[config.mk]
export PLATFORM = sky130hd
export DESIGN_NAME = icache_ctrl
export DESIGN_NICKNAME = d
export VERILOG_FILES = /design/src/rtl/icache_ctrl.sv
export SDC_FILE = /design/constraint.sdc
export NUM_CORES = 1
export LEC_CHECK = 0
export CORE_ASPECT_RATIO = 1.25
export CORE_MARGIN = 5
export CORE_UTILIZATION = 40
export CTS_CLUSTER_SIZE = 8
export DETAILED_ROUTE_END_ITERATION = 16
export HOLD_SLACK_MARGIN = 0.05
export PLACE_DENSITY = 0.8
export RECOVER_POWER = 50
export SLEW_MARGIN = 20
export SYNTH_ARGS = -nofsm -noshare
export SYNTH_HDL_FRONTEND = slang
export SYNTH_SLANG_ARGS = --single-unit
[constraint.sdc]
create_clock -name clk -period 2.7 [get_ports clk]
set_input_delay 0.405 -clock clk [delete_from_list [all_inputs] [get_ports clk]]
set_output_delay 0.405 -clock clk [all_outputs]
set_load 0.05 [all_outputs]
[src/rtl/icache_ctrl.sv]
// ============================================================================
// icache_ctrl
// ----------------------------------------------------------------------------
// Direct-mapped instruction-cache controller for the MIPS fetch path.
// Drives one shared index/write pair into an external tag RAM ({valid,tag})
// and an external data RAM (one instruction word per line). Hits are served
// in one cycle, misses are refilled from memory with a single-word request,
// and a flush pulse triggers a sweep that invalidates every line.
//
// Ports
//   clk, rst_n             single rising-edge clock, async active-low reset
//   cpu_req/cpu_addr       fetch request, held until cpu_ready
//   cpu_ready/cpu_data     one-cycle response pulse with the instruction
//   flush/flush_busy       invalidate-all request and sweep-in-progress flag
//   mem_req/mem_addr       refill request, held until mem_ack
//   mem_ack/mem_rdata      refill response pulse and word
//   ram_index/ram_write    shared index and write strobe for both RAMs
//   tag_wdata/tag_rdata    {valid,tag} write and combinational read data
//   data_wdata/data_rdata  instruction write and combinational read data
//   hit_cnt/miss_cnt       wrapping hit and miss statistics
// ============================================================================
module icache_ctrl #(
    parameter int ADDR_W  = 32,
    parameter int INDEX_W = 10,
    parameter int DATA_W  = 32,
    parameter int CNT_W   = 16
) (
    input  logic                          clk,
    input  logic                          rst_n,
    input  logic                          cpu_req,
    input  logic [ADDR_W-1:0]             cpu_addr,
    output logic                          cpu_ready,
    output logic [DATA_W-1:0]             cpu_data,
    input  logic                          flush,
    output logic                          flush_busy,
    output logic                          mem_req,
    output logic [ADDR_W-1:0]             mem_addr,
    input  logic                          mem_ack,
    input  logic [DATA_W-1:0]             mem_rdata,
    output logic [INDEX_W-1:0]            ram_index,
    output logic                          ram_write,
    output logic [ADDR_W-INDEX_W-2:0]     tag_wdata,
    input  logic [ADDR_W-INDEX_W-2:0]     tag_rdata,
    output logic [DATA_W-1:0]             data_wdata,
    input  logic [DATA_W-1:0]             data_rdata,
    output logic [CNT_W-1:0]              hit_cnt,
    output logic [CNT_W-1:0]              miss_cnt
);

    localparam int TAG_W = ADDR_W - INDEX_W - 2;

    typedef enum logic [2:0] {
        S_IDLE,
        S_MISS,
        S_REFILL,
        S_RESP,
        S_FLUSH
    } state_t;

    state_t               state_q,      state_d;
    logic                 cpu_ready_q,  cpu_ready_d;
    logic [DATA_W-1:0]    cpu_data_q,   cpu_data_d;
    logic                 mem_req_q,    mem_req_d;
    logic [ADDR_W-1:0]    mem_addr_q,   mem_addr_d;
    logic                 ram_write_q,  ram_write_d;
    logic [TAG_W:0]       tag_wdata_q,  tag_wdata_d;
    logic [DATA_W-1:0]    data_wdata_q, data_wdata_d;
    logic                 flush_busy_q, flush_busy_d;
    logic                 flush_pend_q, flush_pend_d;
    logic [INDEX_W-1:0]   sweep_q,      sweep_d;
    logic [CNT_W-1:0]     hit_cnt_q,    hit_cnt_d;
    logic [CNT_W-1:0]     miss_cnt_q,   miss_cnt_d;

    logic [TAG_W-1:0]     cpu_tag;
    logic [INDEX_W-1:0]   cpu_index;
    logic [TAG_W-1:0]     miss_tag;
    logic [INDEX_W-1:0]   miss_index;
    logic                 hit;

    // Byte offset bits carry no information for word fetches.
    logic                 unused_addr_bits;
    assign unused_addr_bits = ^cpu_addr[1:0];

    assign cpu_tag    = cpu_addr[ADDR_W-1:INDEX_W+2];
    assign cpu_index  = cpu_addr[INDEX_W+1:2];
    // The latched miss address doubles as the refill tag/index source.
    assign miss_tag   = mem_addr_q[ADDR_W-1:INDEX_W+2];
    assign miss_index = mem_addr_q[INDEX_W+1:2];

    assign hit = tag_rdata[TAG_W] && (tag_rdata[TAG_W-1:0] == cpu_tag);

    // RAM index: the live request address while idle so the lookup is
    // combinational, the latched line during a miss, the sweep counter
    // during a flush.
    always_comb begin
        ram_index = miss_index;
        unique case (state_q)
            S_IDLE:  ram_index = cpu_index;
            S_FLUSH: ram_index = sweep_q;
            default: ram_index = miss_index;
        endcase
    end

    // Next-state and next-output logic. Pulse-type outputs (cpu_ready,
    // ram_write, flush_busy) and write data default low so they only
    // assert in the cycle a state explicitly requests them.
    always_comb begin
        state_d      = state_q;
        cpu_ready_d  = 1'b0;
        cpu_data_d   = cpu_data_q;
        mem_req_d    = mem_req_q;
        mem_addr_d   = mem_addr_q;
        ram_write_d  = 1'b0;
        tag_wdata_d  = '0;
        data_wdata_d = '0;
        flush_busy_d = 1'b0;
        flush_pend_d = flush_pend_q;
        sweep_d      = sweep_q;
        hit_cnt_d    = hit_cnt_q;
        miss_cnt_d   = miss_cnt_q;

        // A flush arriving mid-transaction is remembered for the next IDLE;
        // one arriving during a sweep is simply absorbed.
        if (flush && (state_q != S_IDLE) && (state_q != S_FLUSH)) begin
            flush_pend_d = 1'b1;
        end

        unique case (state_q)
            S_IDLE: begin
                if (flush || flush_pend_q) begin
                    state_d      = S_FLUSH;
                    flush_busy_d = 1'b1;
                    ram_write_d  = 1'b1;
                    sweep_d      = '0;
                    flush_pend_d = 1'b0;
                end else if (cpu_req) begin
                    if (hit) begin
                        state_d     = S_RESP;
                        cpu_ready_d = 1'b1;
                        cpu_data_d  = data_rdata;
                        hit_cnt_d   = hit_cnt_q + CNT_W'(1);
                    end else begin
                        state_d    = S_MISS;
                        mem_req_d  = 1'b1;
                        mem_addr_d = {cpu_addr[ADDR_W-1:2], 2'b00};
                        miss_cnt_d = miss_cnt_q + CNT_W'(1);
                    end
                end
            end
            S_MISS: begin
                if (mem_ack) begin
                    state_d      = S_REFILL;
                    mem_req_d    = 1'b0;
                    ram_write_d  = 1'b1;
                    tag_wdata_d  = {1'b1, miss_tag};
                    data_wdata_d = mem_rdata;
                    cpu_data_d   = mem_rdata;
                end
            end
            S_REFILL: begin
                state_d     = S_RESP;
                cpu_ready_d = 1'b1;
            end
            S_RESP: begin
                state_d = S_IDLE;
            end
            S_FLUSH: begin
                if (sweep_q == {INDEX_W{1'b1}}) begin
                    state_d = S_IDLE;
                end else begin
                    sweep_d      = sweep_q + INDEX_W'(1);
                    flush_busy_d = 1'b1;
                    ram_write_d  = 1'b1;
                end
            end
            default: begin
                state_d = S_IDLE;
            end
        endcase
    end

    // All state and registered outputs. The async reset clears outputs
    // immediately, so an in-flight refill request drops without a clock.
    always_ff @(posedge clk or negedge rst_n) begin
        if (!rst_n) begin
            state_q      <= S_IDLE;
            cpu_ready_q  <= 1'b0;
            cpu_data_q   <= '0;
            mem_req_q    <= 1'b0;
            mem_addr_q   <= '0;
            ram_write_q  <= 1'b0;
            tag_wdata_q  <= '0;
            data_wdata_q <= '0;
            flush_busy_q <= 1'b0;
            flush_pend_q <= 1'b0;
            sweep_q      <= '0;
            hit_cnt_q    <= '0;
            miss_cnt_q   <= '0;
        end else begin
            state_q      <= state_d;
            cpu_ready_q  <= cpu_ready_d;
            cpu_data_q   <= cpu_data_d;
            mem_req_q    <= mem_req_d;
            mem_addr_q   <= mem_addr_d;
            ram_write_q  <= ram_write_d;
            tag_wdata_q  <= tag_wdata_d;
            data_wdata_q <= data_wdata_d;
            flush_busy_q <= flush_busy_d;
            flush_pend_q <= flush_pend_d;
            sweep_q      <= sweep_d;
            hit_cnt_q    <= hit_cnt_d;
            miss_cnt_q   <= miss_cnt_d;
        end
    end

    assign cpu_ready  = cpu_ready_q;
    assign cpu_data   = cpu_data_q;
    assign mem_req    = mem_req_q;
    assign mem_addr   = mem_addr_q;
    assign ram_write  = ram_write_q;
    assign tag_wdata  = tag_wdata_q;
    assign data_wdata = data_wdata_q;
    assign flush_busy = flush_busy_q;
    assign hit_cnt    = hit_cnt_q;
    assign miss_cnt   = miss_cnt_q;

endmodule

==> impl_metrics.ini <==
[detailed_routing]
totalWireLength_mm = 20.8
wl_per_cell_um = 19.0
drtIter0Drc = 241
num_vias = 5568
antenna_left = 0
vias_per_cell = 5.08
drt-pass1-iter-count = 4
drcViolationCount = 0

[worst_setup_path]
arrival_ps = 2600
r2r_setup_slack_ps = 410
timing.rr.end = mem_addr[16]
cp-start-kind = register
r2r_cells = 6
crit_type = register to register
slowest_stage = a21oi_4
cpPeakStageDelay_ps = 520
cp.required_ps = 3010
r2r_start = state_q[1]
cp_max_fo = 17
endpoint_kind = register
path_cells = or2_0, nor2_1, nand2_1, a21oi_4, buf_4, mux2_2

[worst_hold_path]
min_to = ram_write
worstHoldStart = mem_ack
hold_class = input pin to register
hold_depth = 4

[global_route]
gr-usage-all-layers_pct = 20.2
grt_pass1_vias = 5812
antenna_found_initial = 0
grt_pass1_wl_mm = 31.7
grt_max_degree = 60
overflow = 0

[yosys]
ys_types = 43
yosysWarningCount = 0
syn_inst = 570
synthFlopType = dfrtp_1
syn-cell-area_um2 = 7020
async_reset_ff_share_pct = 100
synth_seq_area_share_pct = 58.8
synth_edf_count = 0
ys_ff_latch = 165
syn_area_per_cell_um2 = 12.3

[floorplanning]
die_area_um2 = 20300
initial_core_util_pct = 40.4
row_count = 54
ioPinCount = 285
dieHeight_um = 158
core_area_um2 = 17400
dieWidth_um = 128

[final_layout]
stdcell_count = 1096
final_nets = 985
area_growth_pct = 52.9
multi_input_area_um2 = 2710
final_cell_mix = clkdlybuf4s50_1 (254), dfrtp_1 (165), and3_1 (59)
fillCellCount = 1412
diodes = 0
final_common_cell = clkdlybuf4s50_1
regArea_um2 = 4130
fin_util_pct = 61.8
drive_gt1_share_pct = 13.3

[clock_network]
clock_latency_ps = 420
cts_setup_buffers = 0
cts-root-buf = clkbuf_16
cts_tree = yes
clock_path_buffers = 2
cts_sinks = 165
clk_pin_slew_ps = 70
ctsHoldBuffers = 1
cts_resized = 0
h-tree-depth = 4
cts_buffers = 17

[timing]
finalSetupViolCount = 0
rsz0062_at_grt = no
fmax_mhz = 437
period_share_pct = 84.7
skew_ps = 8.50
worstMarginPinSlew_ps = 1370
final-max-slew-violation-count = 0
timing.slew.headroom_pct = 8.44
tns_ps = 0
hold_violations = 0
min_period_ps = 2290
hold-worst-slack_ps = 385

[power]
power_density_nw_per_um2 = 1050
p_leak_nw = 4.80
power_mw = 11.2
peakVddDrop_uv = 1390

[placement]
place.gp.congestion = 0.812
dp_hpwl_mm = 15.3
io_buffers = 280
dpl.cell_count = 1064

[run]
cap_violations = 0

[run_status]
outcome = finished clean
## flip-flops by register name, summed over array words and instances, names as in the netlist
register and count:
ram_write 1, miss_cnt 16, mem_addr 30, sweep_q 10, flush_pend_q 1, flush_busy 1, data_wdata 32, cpu_data 32
hit_cnt 16, cpu_ready 1, mem_req 1, state_q 3, tag_wdata 21
## metal layers
layer	routed length (µm)	part of all wire (%)	GRT usage (%)
met1	8190	39	23.5
met2	10500	50	34.9
met3	1780	8.5	6.72
met4	380	1.8	6.62
met5	0	0	0
## critical path: cells and delay by family, from the launching register on
family | cells | cell delay (ps)
buffers and inverters | 1 | 270
AO/OA/AOI/OAI | 1 | 520
AND/OR/NAND/NOR | 3 | 590
flip-flops | 1 | 450
multiplexers | 1 | 340
## how the worst max path moves through the flow
stage,startpoint,to,slack [ps],depth (start not counted)
after global placement,cpu_addr[22],cpu_data[3],100,8
final,state_q[1],mem_addr[16],410,6
after detailed placement,cpu_addr[22],mem_addr[21],80,7
after global routing,state_q[1],cpu_data[8],230,6
after CTS,state_q[1],mem_addr[18],370,6
after floorplan,state_q[2],ram_index[0],170,4
## final cells by class
cell class | count | share of cell area [%]
tap | 224 | 2.61
sequential | 165 | 38.5
clock buffer | 18 | 4.00
inverter | 7 | 0.245
clock inverter | 13 | 1.61
multi-input combinational | 367 | 25.2
timing repair buffer | 302 | 27.9
## stage by stage
stage	setup WS (ps)	cell area, µm²
2_1_floorplan	169	7020
3_3_place_gp	103	10100
3_5_place_dp	84.5	10100
4_1_cts	369	10800
5_1_grt	226	10700
6_report	412	10700
## power breakdown
part           total, mW  internal, mW  switching, mW  leakage [nW]
Clock               2.51          1.47           1.05         0.286
Sequential          3.54          3.09          0.458          2.14
Combinational       5.17          1.88           3.29          2.38
Total               11.2          6.43           4.80          4.80
## kinds of logic after synthesis
family,Yosys count,share of synthesized area (%)
flip-flops,165,58.8
buffers and inverters,39,2.62
AO/OA/AOI/OAI,55,7.15
XOR/XNOR,57,7.11
adder cells (fa/ha/maj),3,0.535
other,1,0.0534
multiplexers,44,6.86
AND/OR/NAND/NOR,206,16.8
## cells in the mapped netlist (2+ instances only)
cell type	n	area (µm²)
o221a_2	17	191
buf_4	6	45.0
nor3_1	6	30.0
and4_1	2	17.5
xnor2_1	42	368
mux2_1	5	56.3
nand2_1	32	120
and3_1	59	369
o21ai_0	13	65.1
mux2_2	28	315
clkbuf_1	18	67.6
mux2i_1	11	110
nand4_1	20	125
and2_1	3	18.8
xor2_1	15	131
nand2b_1	33	206
nor3_2	5	50.1
dfrtp_1	165	4130
inv_1	6	22.5
o221a_1	13	146
buf_2	6	30.0
ha_1	3	37.5
o21a_1	2	15.0
a21oi_1	2	10.0
nor2_1	25	93.8
nand3_1	14	70.1
o22a_1	3	26.3
Power figures use the tool's default switching activity.
